$ cat src/rtl/im_program_loader_if.sv
// Byte-stream input and IM write port between the host link and the program loader.
interface im_program_loader_if #(
  parameter int ADDR_W = 8,
  parameter int DATA_W = 8
);
  logic              in_valid;
  logic [DATA_W-1:0] in_data;
  logic              in_ready;
  logic              im_we;
  logic [ADDR_W-1:0] im_waddr;
  logic [DATA_W-1:0] im_wdata;

  // master: host/link side that supplies bytes and observes the IM writes
  modport master (
    output in_valid, in_data,
    input  in_ready, im_we, im_waddr, im_wdata
  );

  // slave: the loader itself
  modport slave (
    input  in_valid, in_data,
    output in_ready, im_we, im_waddr, im_wdata
  );
endinterface

$ cat src/rtl/im_program_loader.sv
// Loads a {len, bytes, checksum} frame into IM from address 0; each write lands 1 cycle after accept.
// in_ready is high only while a frame is being received; core stays in reset until a good checksum.
module im_program_loader #(
  parameter int ADDR_W = 8,
  parameter int DATA_W = 8
) (
  input  logic              clk,
  input  logic              reset,
  im_program_loader_if.slave bus,
  input  logic              reload,
  output logic              core_rst_n,
  output logic              load_done,
  output logic              load_err,
  output logic [ADDR_W-1:0] words_loaded
);

  typedef enum logic [2:0] {S_LEN, S_DATA, S_CHK, S_DONE, S_ERR} state_t;

  state_t            state, state_n;
  logic              accept;
  logic              data_wr;
  logic              len_load;
  logic [DATA_W-1:0] chk_sum;
  logic [DATA_W-1:0] remaining;
  logic [DATA_W-1:0] sum;
  logic [ADDR_W-1:0] addr;

  always_ff @(posedge clk) begin
    if (reset) state <= S_LEN;
    else       state <= state_n;
  end

  // reload wins over a byte handshaken in the same cycle; that byte is dropped
  always_comb begin
    accept   = bus.in_valid && bus.in_ready;
    state_n  = state;
    data_wr  = 1'b0;
    len_load = 1'b0;
    chk_sum  = sum + bus.in_data;
    if (reload) begin
      state_n = S_LEN;
    end else if (accept) begin
      case (state)
        S_LEN: begin
          if (bus.in_data == '0) begin
            state_n = S_ERR;
          end else begin
            state_n  = S_DATA;
            len_load = 1'b1;
          end
        end
        S_DATA: begin
          data_wr = 1'b1;
          if (remaining == DATA_W'(1)) state_n = S_CHK;
        end
        S_CHK:   state_n = (chk_sum == '0) ? S_DONE : S_ERR;
        default: state_n = state;
      endcase
    end
  end

  always_ff @(posedge clk) begin
    if (reset) begin
      bus.in_ready  <= 1'b0;
      bus.im_we     <= 1'b0;
      bus.im_waddr  <= '0;
      bus.im_wdata  <= '0;
      core_rst_n    <= 1'b0;
      load_done     <= 1'b0;
      load_err      <= 1'b0;
      words_loaded  <= '0;
      remaining     <= '0;
      sum           <= '0;
      addr          <= '0;
    end else begin
      bus.in_ready <= (state_n == S_LEN) || (state_n == S_DATA) || (state_n == S_CHK);
      bus.im_we    <= data_wr;
      load_done    <= (state_n == S_DONE);
      load_err     <= (state_n == S_ERR);
      core_rst_n   <= (state_n == S_DONE);
      if (data_wr) begin
        bus.im_waddr <= addr;
        bus.im_wdata <= bus.in_data;
        addr         <= addr + 1'b1;
        sum          <= chk_sum;
        words_loaded <= words_loaded + 1'b1;
        remaining    <= remaining - 1'b1;
      end
      if (len_load) begin
        remaining    <= bus.in_data;
        addr         <= '0;
        sum          <= '0;
        words_loaded <= '0;
      end
      if (reload) words_loaded <= '0;
    end
  end

endmodule

$ cat src/flat_wrapper.sv
// flat-port wrapper written by rule: the top's interface ports become plain ports
module im_program_loader_flat 
#(
  parameter int ADDR_W = 8,
  parameter int DATA_W = 8
)
  (clk, reset, reload, core_rst_n, load_done, load_err, words_loaded, bus_in_valid, bus_in_data, bus_in_ready, bus_im_we, bus_im_waddr, bus_im_wdata);
  im_program_loader_if #(.ADDR_W(ADDR_W), .DATA_W(DATA_W)) bus_i ();
  input  logic clk;
  input  logic reset;
  input  logic reload;
  output logic core_rst_n;
  output logic load_done;
  output logic load_err;
  output logic [ADDR_W-1:0] words_loaded;
  input wire logic [$bits(bus_i.in_valid)-1:0] bus_in_valid;
  input wire logic [$bits(bus_i.in_data)-1:0] bus_in_data;
  output wire logic [$bits(bus_i.in_ready)-1:0] bus_in_ready;
  output wire logic [$bits(bus_i.im_we)-1:0] bus_im_we;
  output wire logic [$bits(bus_i.im_waddr)-1:0] bus_im_waddr;
  output wire logic [$bits(bus_i.im_wdata)-1:0] bus_im_wdata;
  assign bus_i.in_valid = bus_in_valid;
  assign bus_i.in_data = bus_in_data;
  assign bus_in_ready = bus_i.in_ready;
  assign bus_im_we = bus_i.im_we;
  assign bus_im_waddr = bus_i.im_waddr;
  assign bus_im_wdata = bus_i.im_wdata;
  im_program_loader #(.ADDR_W(ADDR_W), .DATA_W(DATA_W)) u_core (.clk(clk), .reset(reset), .bus(bus_i), .reload(reload), .core_rst_n(core_rst_n), .load_done(load_done), .load_err(load_err), .words_loaded(words_loaded));
endmodule
$ cat config.mk
export PLATFORM = sky130hd
export DESIGN_NAME = im_program_loader_flat
export DESIGN_NICKNAME = d
export VERILOG_FILES = /design/src/rtl/im_program_loader_if.sv /design/src/rtl/im_program_loader.sv /design/src/flat_wrapper.sv
export SDC_FILE = /design/constraint.sdc
export NUM_CORES = 1
export LEC_CHECK = 0
export ABC_AREA = 1
export BUFFER_PORTS_ARGS = -buffer_cell sky130_fd_sc_hd__buf_2
export CAP_MARGIN = 15
export CORE_ASPECT_RATIO = 0.7
export CORE_MARGIN = 2
export CORE_UTILIZATION = 61
export CTS_BUF_LIST = sky130_fd_sc_hd__clkbuf_16
export CTS_CLUSTER_SIZE = 28
export DETAILED_ROUTE_END_ITERATION = 12
export PLACE_DENSITY_LB_ADDON = 0.05
export SLEW_MARGIN = 0
export SYNTH_ARGS = -nofsm -noshare
export SYNTH_HDL_FRONTEND = slang
export SYNTH_SLANG_ARGS = --single-unit
$ cat constraint.sdc
create_clock -name clk -period 6 [get_ports clk]
set_input_delay 0.6 -clock clk [delete_from_list [all_inputs] [get_ports clk]]
set_output_delay 0.6 -clock clk [all_outputs]
set_load 0.02 [all_outputs]
==> metrics.cfg <==
[detailed_routing]
vias_per_cell = 5.43
wl_per_cell_um = 13.0
ant_nets = 0
drc_errors = 0
dr_total_vias = 2567
drt-initial-drc-count = 129
firstDrtPassIters = 4
routed_wl_mm = 6.13

[synthesis]
ys_seq_area_share_pct = 39.3
syn_area_per_cell_um2 = 7.33
synth_cells = 382
yosys_warnings = 0
synth_edf_count = 0
synth_top_area_share_pct = 39.3
synthTopCellsByArea = dfxtp_1 39%, nand2_1 11%, inv_1 6.0%
synth-seq-cells = 55
ys.flop_type = dfxtp_1
async_flop_share_pct = 0
syn-cell-area_mm2 = 0.00280
synth.distinct_cells = 38
syn_nets = 406
synth.largest_area_cell = dfxtp_1

[floorplan]
start_util_pct = 63.9
die_w_um = 85.0
die_h_um = 60.7
rows = 20
core_area_mm2 = 0.00438
die_area_mm2 = 0.00515
num_io_pins = 41

[setup_path]
arrival_ns = 2.69
max_stage_delay_ns = 0.86
cp-start-kind = input port
crit_chain = buf_2 > nor2_1 > nand2_4 > inv_1 > nand4_1 > o21ai_0 > a21oi_1
cp-end-kind = flip-flop
worstPathRequired_ns = 6.18
setup.worst_path.start = reload
timing.rr.start = u_core.state[0]
crit_fanout = 38
crit_type = input port to flip-flop
critPathSlowestCell = inv_1

[sta]
skew_ns = 0.00581
setup_violations = 0
drv_slew = 0
worst_slew_pin_slew_ns = 1.05
slew_headroom_pct = 29.9
min_period_ns = 2.51
fin_crit_sh_pct = 41.8
clock.fmax_mhz = 399
rsz0062_at_grt = false
final_hold_viol_count = 0
fin_tns_setup_ns = 0
fin_worst_hold_slack_ns = 0.473

[clock_tree]
cts-resized-gates = 0
clock-root-buffer = clkbuf_16
clockBufferDepth = 2
path_clk_slew_ns = 0.07
post-cts-setup-buffers = 0
cts_num_sinks = 55
cts_tree = done
h-tree-depth = 2
clkLatencyLatePin_ns = 0.30
cts_buffers = 5
cts_hold_buf = 0

[pwr]
pwr-share-seq_pct = 47.7
power_frac_comb_pct = 8.4
power_density_mw_per_mm2 = 246
power_switching_w = 0.000190
clockPowerShare_pct = 43.9
vdd_drop_max_mv = 0.225
p_leak_nw = 1.46
swShare_pct = 24.3
intPower_w = 0.000593
totalPowerFinal_w = 0.000782

[cells_and_area]
drive_gt1_share_pct = 16.7
n_fill_cell = 365
diodes = 0
final_nets = 441
final_cell_area_mm2 = 0.00318
syn2layout_area_growth_pct = 13.6
final_util_pct = 72.6

[grt]
antenna_found_initial = 0
grt_first_pass_wirelength_mm = 10.4
first_global_vias = 2364
grt_use_total_pct = 25.2
grt_remaining_overflow = 0
grt_max_degree = 39

[worst_hold_path]
hp-start = u_core.sum[3]
hp-class = flip-flop to flip-flop

[place]
port_buffers = 40
dpl.hpwl_mm = 4.37
place_area_mm2 = 0.00301
place_congestion = 0.883

[flow_run]
cap_violations = 0

[run_status]
status = completed

==> critical path, delay by kind of cell <==
kind | cells | cell delay, ns
buffers and inverters | 2 | 0.99
and+or+nand+nor | 3 | 0.78
AOI/OAI and AO/OA | 2 | 0.30
==> layer usage <==
| metal | track usage (%) | wire (um) |
|---|---|---|
| met4 | 7.71 | 77 |
| met3 | 4.49 | 230 |
| met5 | 0 | 0 |
| met1 | 32.8 | 3000 |
| met2 | 43.9 | 2830 |
==> area by class of cell <==
cell class                 instances  area, um2  area share [%]
inverter                          48        180            5.66
clock inverter                     3       50.0            1.57
tap                               55       68.8            2.16
multi-input combinational        267       1460            45.8
timing repair buffer              40        200            6.29
sequential                        55       1100            34.6
clock buffer                       5        125            3.93
==> stage by stage <==
step                      setup WS (ns)  cells
after floorplan                    3.76    382
after global placement             3.31    465
after detailed placement           3.25    465
after CTS                          3.55    473
after global routing               3.17    473
final                              3.49    473
==> cell usage after synthesis, types with 2 or more instances <==
library cell	n
nand2_2	3
nor3b_1	3
nand3_2	2
nor4_2	3
nand4_1	2
a21oi_1	27
buf_2	5
o21ai_0	26
o21ai_1	2
inv_2	3
nand3_1	20
nor3_2	3
nor3_1	5
nor2_1	44
buf_4	3
a31oi_1	7
xnor2_1	6
ha_1	11
nand2_1	81
nor3_4	2
xor2_1	4
clkbuf_1	4
a211oi_1	2
dfxtp_1	55
nand2_4	2
inv_1	45
==> state kept, by name (all words and copies together) (netlist names) <==
| register | cells |
|---|---|
| u_core.addr | 8 |
| u_core.bus.im_waddr | 8 |
| u_core.bus.im_wdata | 8 |
| u_core.remaining | 8 |
| u_core.sum | 8 |
| u_core.words_loaded | 8 |
| u_core.state | 3 |
| u_core.bus.im_we | 1 |
| u_core.bus.in_ready | 1 |
| u_core.core_rst_n | 1 |
| u_core.load_err | 1 |
==> logic make-up after synthesis <==
logic type | synth area share, %
buf+inv | 8.67
simple gates | 29.6
flops | 39.3
xor+xnor | 3.13
compound gates | 13.6
fa+ha+maj | 5.63
==> worst paths after layout <==
path | to | cells after the start | slack [ns]
worst max register to register | u_core.addr[3] | 7 | 3.53
worst min-delay path | u_core.sum[3] | 2 | 0.47
worst min register to register | u_core.sum[3] | 2 | 0.47
worst max-delay path | u_core.addr[3] | 7 | 3.49
==> cell usage in the layout (no fill, tap or decap), drive strengths merged <==
master,count
bufinv,1
a211oi,2
xnor2,6
nand3,22
nor2,46
nand4,2
buf,40
a31oi,7
nor4,4
o22ai,1
ha,11
dfxtp,55
o21a,1
xor2,4
nor3,10
o311ai,1
nand2,86
fa,1
clkbuf,5
nor3b,3
or2,2
a21boi,1
o41ai,1
o21ai,28
o211ai,1
a21oi,27
inv,50
==> power groups by stage <==
stage	sequential (W)	combinational, W	clock, W
floorplan	0.000383	0.0000443	0
global placement	0.000381	0.0000629	0
detailed placement	0.000382	0.0000640	0
CTS	0.000373	0.0000649	0.000348
global route	0.000374	0.0000735	0.000357
finish	0.000373	0.0000657	0.000344
No activity file was read; power rests on OpenSTA's default activity.
